## src/rtl/span_line_writer_if.sv

```systemverilog
// Span request and line-buffer word-write bundle between the sprite/tile
// front end (master) and span_line_writer (slave).
interface span_line_writer_if #(
  parameter int PIXEL_BITS = 8
);
  logic                    span_valid;
  logic                    span_ready;
  logic [9:0]              span_x0;
  logic [9:0]              span_x1;
  logic [PIXEL_BITS-1:0]   span_color;
  logic [7:0]              pixel_addr;
  logic                    write_pixel;
  logic [3:0]              pixel_write_updated;
  logic [4*PIXEL_BITS-1:0] pixel_data;
  logic                    busy;
  logic                    overrun;

  modport master (
    output span_valid, span_x0, span_x1, span_color,
    input  span_ready, pixel_addr, write_pixel, pixel_write_updated,
           pixel_data, busy, overrun
  );

  modport slave (
    input  span_valid, span_x0, span_x1, span_color,
    output span_ready, pixel_addr, write_pixel, pixel_write_updated,
           pixel_data, busy, overrun
  );
endinterface

```

## src/rtl/span_line_writer.sv

```systemverilog
// Rasterizes horizontal pixel spans into 4-pixel line-buffer word writes,
// one word per clock, with per-pixel updated masks and replicated colour.
//
// state | meaning
// IDLE  | waiting for a span; span_ready high unless line_start
// WRITE | emitting one word write per cycle for the latched span
module span_line_writer #(
  parameter int LINE_WORDS = 160,
  parameter int PIXEL_BITS = 8
) (
  input  logic clk,
  input  logic rst,
  input  logic line_start,
  span_line_writer_if.slave bus
);
  localparam int          LINE_PIXELS = 4 * LINE_WORDS;
  localparam logic [9:0]  X_MAX       = 10'(LINE_PIXELS - 1);

  typedef enum logic {IDLE, WRITE} state_t;

  state_t                state, state_nxt;
  logic [9:0]            x0_r;
  logic [9:0]            x1e_r;
  logic [7:0]            cur_word;
  logic [PIXEL_BITS-1:0] color_r;
  logic                  overrun_r;
  logic                  accept;
  logic                  drop;
  logic                  last_word;
  logic [9:0]            x1_clamp;
  logic [3:0]            mask;

  assign bus.span_ready = (state == IDLE) && !line_start && rst;
  assign accept         = bus.span_valid && bus.span_ready;
  assign drop           = (bus.span_x0 > bus.span_x1) ||
                          ({1'b0, bus.span_x0} >= 11'(LINE_PIXELS));
  assign x1_clamp       = (bus.span_x1 > X_MAX) ? X_MAX : bus.span_x1;
  assign last_word      = (cur_word == x1e_r[9:2]);

  always_ff @(posedge clk) begin
    if (!rst) state <= IDLE;
    else      state <= state_nxt;
  end

  always_comb begin
    state_nxt = state;
    case (state)
      IDLE:    if (accept && !drop) state_nxt = WRITE;
      WRITE:   if (line_start || last_word) state_nxt = IDLE;
      default: state_nxt = IDLE;
    endcase
  end

  // Dropped spans leave every latched field alone so idle outputs keep holding.
  always_ff @(posedge clk) begin
    if (!rst) begin
      x0_r      <= '0;
      x1e_r     <= '0;
      cur_word  <= '0;
      color_r   <= '0;
      overrun_r <= 1'b0;
    end else begin
      if (accept && !drop) begin
        x0_r     <= bus.span_x0;
        x1e_r    <= x1_clamp;
        color_r  <= bus.span_color;
        cur_word <= bus.span_x0[9:2];
      end else if (state == WRITE && !line_start && !last_word) begin
        cur_word <= cur_word + 8'd1;
      end
      if (state == WRITE && line_start) overrun_r <= 1'b1;
    end
  end

  for (genvar i = 0; i < 4; i++) begin : g_mask
    assign mask[i] = (state == WRITE) &&
                     ({cur_word, 2'(i)} >= x0_r) &&
                     ({cur_word, 2'(i)} <= x1e_r);
  end

  assign bus.write_pixel         = (state == WRITE);
  assign bus.busy                = (state == WRITE);
  assign bus.pixel_addr          = cur_word;
  assign bus.pixel_write_updated = mask;
  assign bus.pixel_data          = {4{color_r}};
  assign bus.overrun             = overrun_r;
endmodule

```

## src/flat_wrapper.sv

```systemverilog
// flat-port wrapper written by rule: the top's interface ports become plain ports
module span_line_writer_flat 
#(
  parameter int LINE_WORDS = 160,
  parameter int PIXEL_BITS = 8
)
  (clk, rst, line_start, bus_span_valid, bus_span_x0, bus_span_x1, bus_span_color, bus_span_ready, bus_pixel_addr, bus_write_pixel, bus_pixel_write_updated, bus_pixel_data, bus_busy, bus_overrun);
  span_line_writer_if #(.PIXEL_BITS(PIXEL_BITS)) bus_i ();
  input  logic clk;
  input  logic rst;
  input  logic line_start;
  input wire logic [$bits(bus_i.span_valid)-1:0] bus_span_valid;
  input wire logic [$bits(bus_i.span_x0)-1:0] bus_span_x0;
  input wire logic [$bits(bus_i.span_x1)-1:0] bus_span_x1;
  input wire logic [$bits(bus_i.span_color)-1:0] bus_span_color;
  output wire logic [$bits(bus_i.span_ready)-1:0] bus_span_ready;
  output wire logic [$bits(bus_i.pixel_addr)-1:0] bus_pixel_addr;
  output wire logic [$bits(bus_i.write_pixel)-1:0] bus_write_pixel;
  output wire logic [$bits(bus_i.pixel_write_updated)-1:0] bus_pixel_write_updated;
  output wire logic [$bits(bus_i.pixel_data)-1:0] bus_pixel_data;
  output wire logic [$bits(bus_i.busy)-1:0] bus_busy;
  output wire logic [$bits(bus_i.overrun)-1:0] bus_overrun;
  assign bus_i.span_valid = bus_span_valid;
  assign bus_i.span_x0 = bus_span_x0;
  assign bus_i.span_x1 = bus_span_x1;
  assign bus_i.span_color = bus_span_color;
  assign bus_span_ready = bus_i.span_ready;
  assign bus_pixel_addr = bus_i.pixel_addr;
  assign bus_write_pixel = bus_i.write_pixel;
  assign bus_pixel_write_updated = bus_i.pixel_write_updated;
  assign bus_pixel_data = bus_i.pixel_data;
  assign bus_busy = bus_i.busy;
  assign bus_overrun = bus_i.overrun;
  span_line_writer #(.LINE_WORDS(LINE_WORDS), .PIXEL_BITS(PIXEL_BITS)) u_core (.clk(clk), .rst(rst), .line_start(line_start), .bus(bus_i));
endmodule
```

## config.mk

```make
export PLATFORM = sky130hd
export DESIGN_NAME = span_line_writer_flat
export DESIGN_NICKNAME = d
export VERILOG_FILES = /design/src/rtl/span_line_writer_if.sv /design/src/rtl/span_line_writer.sv /design/src/flat_wrapper.sv
export SDC_FILE = /design/constraint.sdc
export NUM_CORES = 1
export LEC_CHECK = 0
export BUFFER_PORTS_ARGS = -buffer_cell sky130_fd_sc_hd__buf_4
export CORE_MARGIN = 1.5
export CORE_UTILIZATION = 55
export CTS_BUF_LIST = sky130_fd_sc_hd__clkbuf_8 sky130_fd_sc_hd__clkbuf_16
export DETAILED_ROUTE_END_ITERATION = 6
export HOLD_SLACK_MARGIN = 0.08
export PLACE_DENSITY = 0.89
export SYNTH_ARGS = -nofsm -noshare
export SYNTH_HDL_FRONTEND = slang
export SYNTH_SLANG_ARGS = --single-unit
```

## constraint.sdc

```tcl
create_clock -name clk -period 3.2 [get_ports clk]
set_input_delay 0.32 -clock clk [delete_from_list [all_inputs] [get_ports clk]]
set_output_delay 0.32 -clock clk [all_outputs]
set_load 0.01 [all_outputs]
```

==> results of run 1 <==
-- metrics by stage --
step	instance area [um^2]	cells	total power, mW
final	3290	453	1.34
after detailed placement	3150	445	0.837
after global placement	3150	445	0.824
after floorplan	2690	333	0.731
after CTS	3290	453	1.34
after global routing	3290	453	1.40
-- routing by layer --
metal  share of wire, %  routed length (um)
met1                 41                3030
met2                 48                3520
met3                7.6                 560
met4                3.2                 237
met5                  0                   0
-- sequential cells by signal, summed over array words and instances (netlist names) --
register / cells
u_core.bus.busy: 1
u_core.x0_r: 10
u_core.bus.pixel_addr: 8
u_core.bus.overrun: 1
u_core.color_r: 8
u_core.x1e_r: 10
-- final timing paths --
kind | to | slack (ns) | cells past startpoint
worst max-delay path | bus_pixel_write_updated[1] | 0.47 | 7
worst min-delay path | u_core.bus.overrun | 0.29 | 3
worst max register to register | u_core.bus.pixel_addr[7] | 0.86 | 8
worst min register to register | u_core.bus.overrun | 0.47 | 2
-- cells in the mapped netlist (all sizes together) (2+ instances only) --
cell type,count
o22ai,2
o31a,2
dfxtp,38
a221oi,2
nor3,10
clkbuf,5
a211oi,6
buf,36
a221o,3
o311a,5
or3,2
and3,2
inv,35
nand3,34
nor2,11
nor4,2
nor3b,3
a21o,6
nand2,8
o211ai,5
xnor2,3
ha,29
o21a,2
nand4,5
and4,2
o21ai,24
a21oi,35
-- power breakdown --
group	leakage, nW	internal [mW]	switching (mW)	total, mW
Combinational	1.09	0.145	0.174	0.319
Clock	0.0714	0.332	0.170	0.503
Sequential	0.308	0.492	0.0229	0.515
Total	1.47	0.970	0.367	1.34
-- area by class of cell --
class	instances	area, um^2
multi-input cells	219	1530
fillers	365	1430
flip-flops and latches	38	761
repair buffers	86	646
inverters	35	131
well taps	67	83.8
clock buffers	6	82.6
clock inverters	2	60.1
-- cell families after synthesis --
| logic type | Yosys count |
|---|---|
| adders and majority gates | 29 |
| AOI/OAI and AO/OA | 100 |
| buffers and inverters | 76 |
| muxes | 2 |
| DFF | 38 |
| and+or+nand+nor | 84 |
| xor gates and xnor gates | 4 |
-- worst min-delay path, cell delays in order --
cell and delay [ns]:
buf_4 0.10, a21oi_1 0.06, nor2_1 0.07
-- cell usage in the layout, fill, tap and decap left out, types with 5 or more instances in the layout --
master and n:
buf_4 86, dfxtp_1 38, inv_1 35, a21oi_1 35, nand3_1 34, ha_1 29
o21ai_0 24, nor3_1 10, nor2_1 10, nand2_1 7, a21o_1 6, clkbuf_8 6
nand4_1 5, o211ai_1 5, a211oi_1 5, o311a_1 5
==> impl_metrics.csv, run 1 <==
group,metric,value,unit
global_routing,antenna_found_initial,0,
global_routing,grt_pass1_wl,11300,um
cts,tritoncts,"done",
worst_setup_path,critPathArrivalTime,2.41,ns
logic_synthesis,synth_compound_area_share,23.8,%
cells_and_area,num_antenna_cells,0,
floorplanning,ioPinCount,80,
drt,vias,2730,
timing,fin_tns_setup,0,ns
logic_synthesis,syn-num-nets,394,
global_routing,grt_max_degree,31,
worst_setup_path,worst-path-buf-inv,1,
logic_synthesis,yosys.area.top_type,"dfxtp_1",
drt,ant_nets,0,
global_routing,grt_usage,27.4,%
worst_setup_path,crit_required,2.88,ns
place,gp_congestion,0.935,
logic_synthesis,synth.distinct_cells,50,
timing,setup_viol,0,
global_routing,use_met1,33.9,%
worst_setup_path,startpoint_type,"flop",
cts,root_buffer,"clkbuf_8",
worst_setup_path,cp_top_family,"compound AO/OA/AOI/OAI gates",
logic_synthesis,synth_top_area_share,28.3,%
cts,cts_max_path_buffers,2,
logic_synthesis,synth_area_leaders,"dfxtp_1 (28%), ha_1 (14%), buf_4 (7.5%)",
timing,rsz0062_at_grt,"no",
logic_synthesis,syn_avg_cell_area,8.07,um^2
floorplanning,initial_utilization,56.9,%
floorplanning,rows,25,
cts,clkLatencyLatePin,0.29,ns
global_routing,use_met2,45.5,%
cts,cts_resized,0,
worst_setup_path,slowest_delay,0.49,ns
cells_and_area,drive_above_1_share,26.2,%
logic_synthesis,synth_ff_type,"dfxtp_1",
timing,hold_viol,0,
timing,fin_ws,0.467,ns
cts,cts.sinks,38,
logic_synthesis,muxShareOfSynthArea,0.791,%
power,peakVddDrop,0.237,mV
worst_setup_path,endpoint_kind,"primary output",
timing,min_period,2.73,ns
floorplanning,die-area,5320,um^2
worst_setup_path,crit_path_start,"u_core.bus.pixel_addr[2]",
worst_setup_path,path_class,"reg -> out",
logic_synthesis,synthCells,333,
power,p_leak,1.47,nW
logic_synthesis,async_reset_ff_share,0,%
worst_setup_path,r2r-start,"u_core.bus.pixel_addr[0]",
drt,drc,0,
global_routing,top_usage_layer,"met2",
run_status,status,"complete, no violations",
logic_synthesis,synth_edf_count,0,
worst_setup_path,cp_slowest_cell,"dfxtp_1",
global_routing,use_met3,5.11,%
timing,worst_pin_slew,0.675,ns
logic_synthesis,ys_seq_elements,38,
logic_synthesis,synth_simple_gate_area_share,17.4,%
place,pre_cts_slack,0.630,ns
timing,slew_viol_final,0,
cts,ctsHoldBuffers,0,
timing,fin_crit_sh,85.4,%
cts,clk_pin_slew,0.07,ns
cts,h-tree-depth,2,
global_routing,grt_pass1_vias,2493,
logic_synthesis,yosys_warnings,0,
place,io_buffers,79,
timing,finClkSkew,0.00512,ns
floorplanning,die_h,72.9,um
flow_run,maxCapViolCount,0,
drt,post_drt_wl_per_cell,16.2,um
logic_synthesis,synth_top_family_by_area,"compound AO/OA/AOI/OAI gates",
cells_and_area,syn_to_final_growth,22.4,%
logic_synthesis,synth_area,2690,um^2
worst_setup_path,crit_fanout,7,
min_path,hp-start,"line_start",
floorplanning,core,4720,um^2
timing,max_freq,366,MHz
cts,cts_buffers,5,
timing,slew_headroom,55.0,%
cells_and_area,finalNetCount,446,
cells_and_area,utilization,69.7,%
logic_synthesis,synth_xor_area_share,1.30,%
floorplanning,die_w,72.9,um
drt,drtIter0Drc,203,
drt,vias_per_cell,6.03,
cts,post_cts_buffers,0,
global_routing,grt_overflow,0,
logic_synthesis,synth-seq-area-share,28.3,%
drt,first_pass_iters,4,
timing,whs,0.288,ns
logic_synthesis,synthAdderAreaFrac,13.5,%
power,p_per_area,406,nW/um^2
worst_setup_path,cp_cell_sequence,"ha_1, a21oi_1, o221ai_1, a221oi_1, o22ai_1, nor3b_1, buf_4",
min_path,hp-class,"in -> reg",
drt,finalWirelength,7350,um
place,dp_hpwl,5430,um
No activity file was read; power rests on OpenSTA's default activity.
==> run 2: changes to the inputs <==
--- a/config.mk
+++ b/config.mk
@@ -6,12 +6,15 @@
 export NUM_CORES = 1
 export LEC_CHECK = 0
 export BUFFER_PORTS_ARGS = -buffer_cell sky130_fd_sc_hd__buf_4
+export CELL_PAD_IN_SITES_DETAIL_PLACEMENT = 0
+export CELL_PAD_IN_SITES_GLOBAL_PLACEMENT = 1
+export CORE_ASPECT_RATIO = 1.25
 export CORE_MARGIN = 1.5
-export CORE_UTILIZATION = 55
+export CORE_UTILIZATION = 40
 export CTS_BUF_LIST = sky130_fd_sc_hd__clkbuf_8 sky130_fd_sc_hd__clkbuf_16
 export DETAILED_ROUTE_END_ITERATION = 6
 export HOLD_SLACK_MARGIN = 0.08
-export PLACE_DENSITY = 0.89
+export PLACE_DENSITY = 0.9
 export SYNTH_ARGS = -nofsm -noshare
 export SYNTH_HDL_FRONTEND = slang
 export SYNTH_SLANG_ARGS = --single-unit
==> run 2 against run 1 <==
Compared with the run above:
- sequential power is essentially flat
- register-to-register slack gained 0.11 ns
- via count fell by 4.5%
- sequential share of layout area is 0.19 points lower
- final area is 0.84% higher
- largest power group unchanged
- maximum frequency fell by 3.7%
- clock power fell by 1%
- flip-flop and latch count stayed put
- global-route usage decreased by 7.8 points
- critical endpoint unchanged
- wire length shrank 1.8%
- total power fell by 0.48%
- non-clock buffer count rose by 1
==> impl_metrics.csv, run 2 (same netlist as run 1, synthesis figures left out) <==
group,metric,value,unit
cts,h-tree-depth,2,
drt,first_pass_iters,4,
place,dp_hpwl,5600,um
cells_and_area,final-seq-area,761,um^2
floorplanning,initial_utilization,41.2,%
floorplanning,die-area,7220,um^2
cells_and_area,finalNetCount,447,
cells_and_area,num_antenna_cells,0,
cts,root_buffer,"clkbuf_8",
timing,fin_tns_setup,0,ns
worst_setup_path,timing.rr.end,"u_core.bus.pixel_addr[7]",
timing,setup_viol,0,
place,io_buffers,79,
drt,met1Wirelength,3140,um
cts,cts_buffers,5,
worst_setup_path,crit_fanout,7,
drt,vias,2606,
floorplanning,die_h,94.6,um
power,p_total,1.33,mW
worst_setup_path,endpoint,"bus_pixel_write_updated[1]",
global_routing,grt_pass1_vias,2367,
worst_setup_path,crit_required,2.88,ns
power,seqPwrFrac,38.6,%
worst_setup_path,crit_path_start,"u_core.bus.pixel_addr[2]",
global_routing,grt_pass1_wl,11200,um
drt,post_drt_wl_per_cell,15.2,um
drt,drc,0,
cts,cts.sinks,38,
cells_and_area,final_common_cell,"buf_4",
timing,hold_viol,0,
flow_run,maxCapViolCount,0,
floorplanning,rows,33,
cells_and_area,largestRegisters,"u_core.x0_r (10), u_core.x1e_r (10)",
run_status,status,"complete, no violations",
drt,met2_length,3450,um
timing,slew_viol_final,0,
power,power_frac_comb,24.0,%
timing,max_freq,352,MHz
worst_setup_path,worstRegToRegCells,7,
timing,slew_headroom,57.8,%
drt,vias_per_cell,5.50,
timing,worst_pin_slew,0.633,ns
drt,routed.top_layer,"met4",
worst_setup_path,critPathArrivalTime,2.52,ns
worst_setup_path,startpoint_type,"flop",
worst_setup_path,reg2reg_slack,0.97,ns
floorplanning,die_w,76.3,um
worst_setup_path,path_class,"reg -> out",
cells_and_area,syn_to_final_growth,23.5,%
worst_setup_path,r2r-start,"u_core.bus.pixel_addr[1]",
global_routing,grt_max_degree,33,
drt,dr_wl_met3,454,um
cts,cts_resized,0,
power,peakVddDrop,0.203,mV
power,power_switching,380,uW
power,p_leak,1.48,nW
cts,cts_max_path_buffers,2,
floorplanning,core,6520,um^2
cells_and_area,fillers,651,
drt,drtIter0Drc,148,
power,p_int,950,uW
min_path,hp-class,"in -> reg",
cts,post_cts_buffers,0,
timing,rsz0062_at_grt,"no",
power,p_per_area,401,nW/um^2
timing,min_period,2.84,ns
worst_setup_path,endpoint_kind,"primary output",
cells_and_area,drive_above_1_share,26.4,%
floorplanning,ioPinCount,80,
global_routing,antenna_found_initial,0,
cells_and_area,multi_input_area,1530,um^2
cells_and_area,most-common-layout-cells,"buf_4 (87), dfxtp_1 (38), inv_1 (35), a21oi_1 (35), nand3_1 (34)",
drt,ant_nets,0,
cts,ctsHoldBuffers,0,
cts,clk_pin_slew,0.08,ns
timing,fin_crit_sh,88.7,%
place,gp_congestion,0.884,
global_routing,grt_overflow,0,
drt,finalWirelength,7220,um
global_routing,grt_usage,19.6,%
timing,finClkSkew,0.0104,ns
cts,tritoncts,"done",
power,power_frac_clock,37.5,%
power,switching_share,28.6,%
cts,clkLatencyLatePin,0.30,ns
==> run 2: how the worst min path moves through the flow <==
stage,startpoint,endpoint,slack (ns),cells past startpoint
3_3_place_gp,u_core.bus.overrun,u_core.bus.overrun,0.46,2
6_report,bus_span_x1[4],u_core.x1e_r[4],0.28,2
5_1_grt,bus_span_x1[4],u_core.x1e_r[4],0.27,2
3_5_place_dp,u_core.x0_r[8],u_core.x0_r[8],0.46,2
4_1_cts,bus_span_x1[4],u_core.x1e_r[4],0.28,2
2_1_floorplan,u_core.x1e_r[7],u_core.x1e_r[7],0.44,2
==> run 2: power groups by stage <==
stage                     sequential, mW  combinational (mW)  clock (mW)
after floorplan                    0.523               0.208           0
after global placement             0.524               0.309           0
after detailed placement           0.524               0.316           0
after CTS                          0.513               0.317       0.499
after global routing               0.516               0.349       0.522
final                              0.513               0.319       0.498
==> run 2: metrics by stage <==
step,util [%],hold WS (ns),setup WS [ns],instances,instance area (um^2)
after floorplan,-,0.444,0.989,333,2690
after global placement,48.8,0.458,0.739,466,3180
after detailed placement,48.8,0.461,0.687,466,3180
after CTS,50.9,0.280,0.397,474,3320
after global routing,50.9,0.274,0.281,474,3320
final,50.9,0.285,0.363,474,3320
==> run 2: layout make-up <==
class	instances	share of cell area (%)
inverters	35	3.96
well taps	87	3.28
multi-input cells	219	46.0
repair buffers	87	19.7
clock inverters	3	2.07
clock buffers	5	2.07
flip-flops and latches	38	22.9
==> run 2: metal layers <==
layer,track usage (%),up-vias
met3,3.86,14
li1,-,1291
met1,24.0,1214
met4,8.95,0
met2,33.4,87
met5,0,-
==> run 2: critical path, cell delays in order, from the launching register on <==
cell and delay [ns]:
dfxtp_1 0.50, ha_1 0.32, a21oi_1 0.18, o221ai_1 0.20, a221oi_1 0.49, o22ai_1 0.16
nor3b_1 0.23, buf_4 0.16
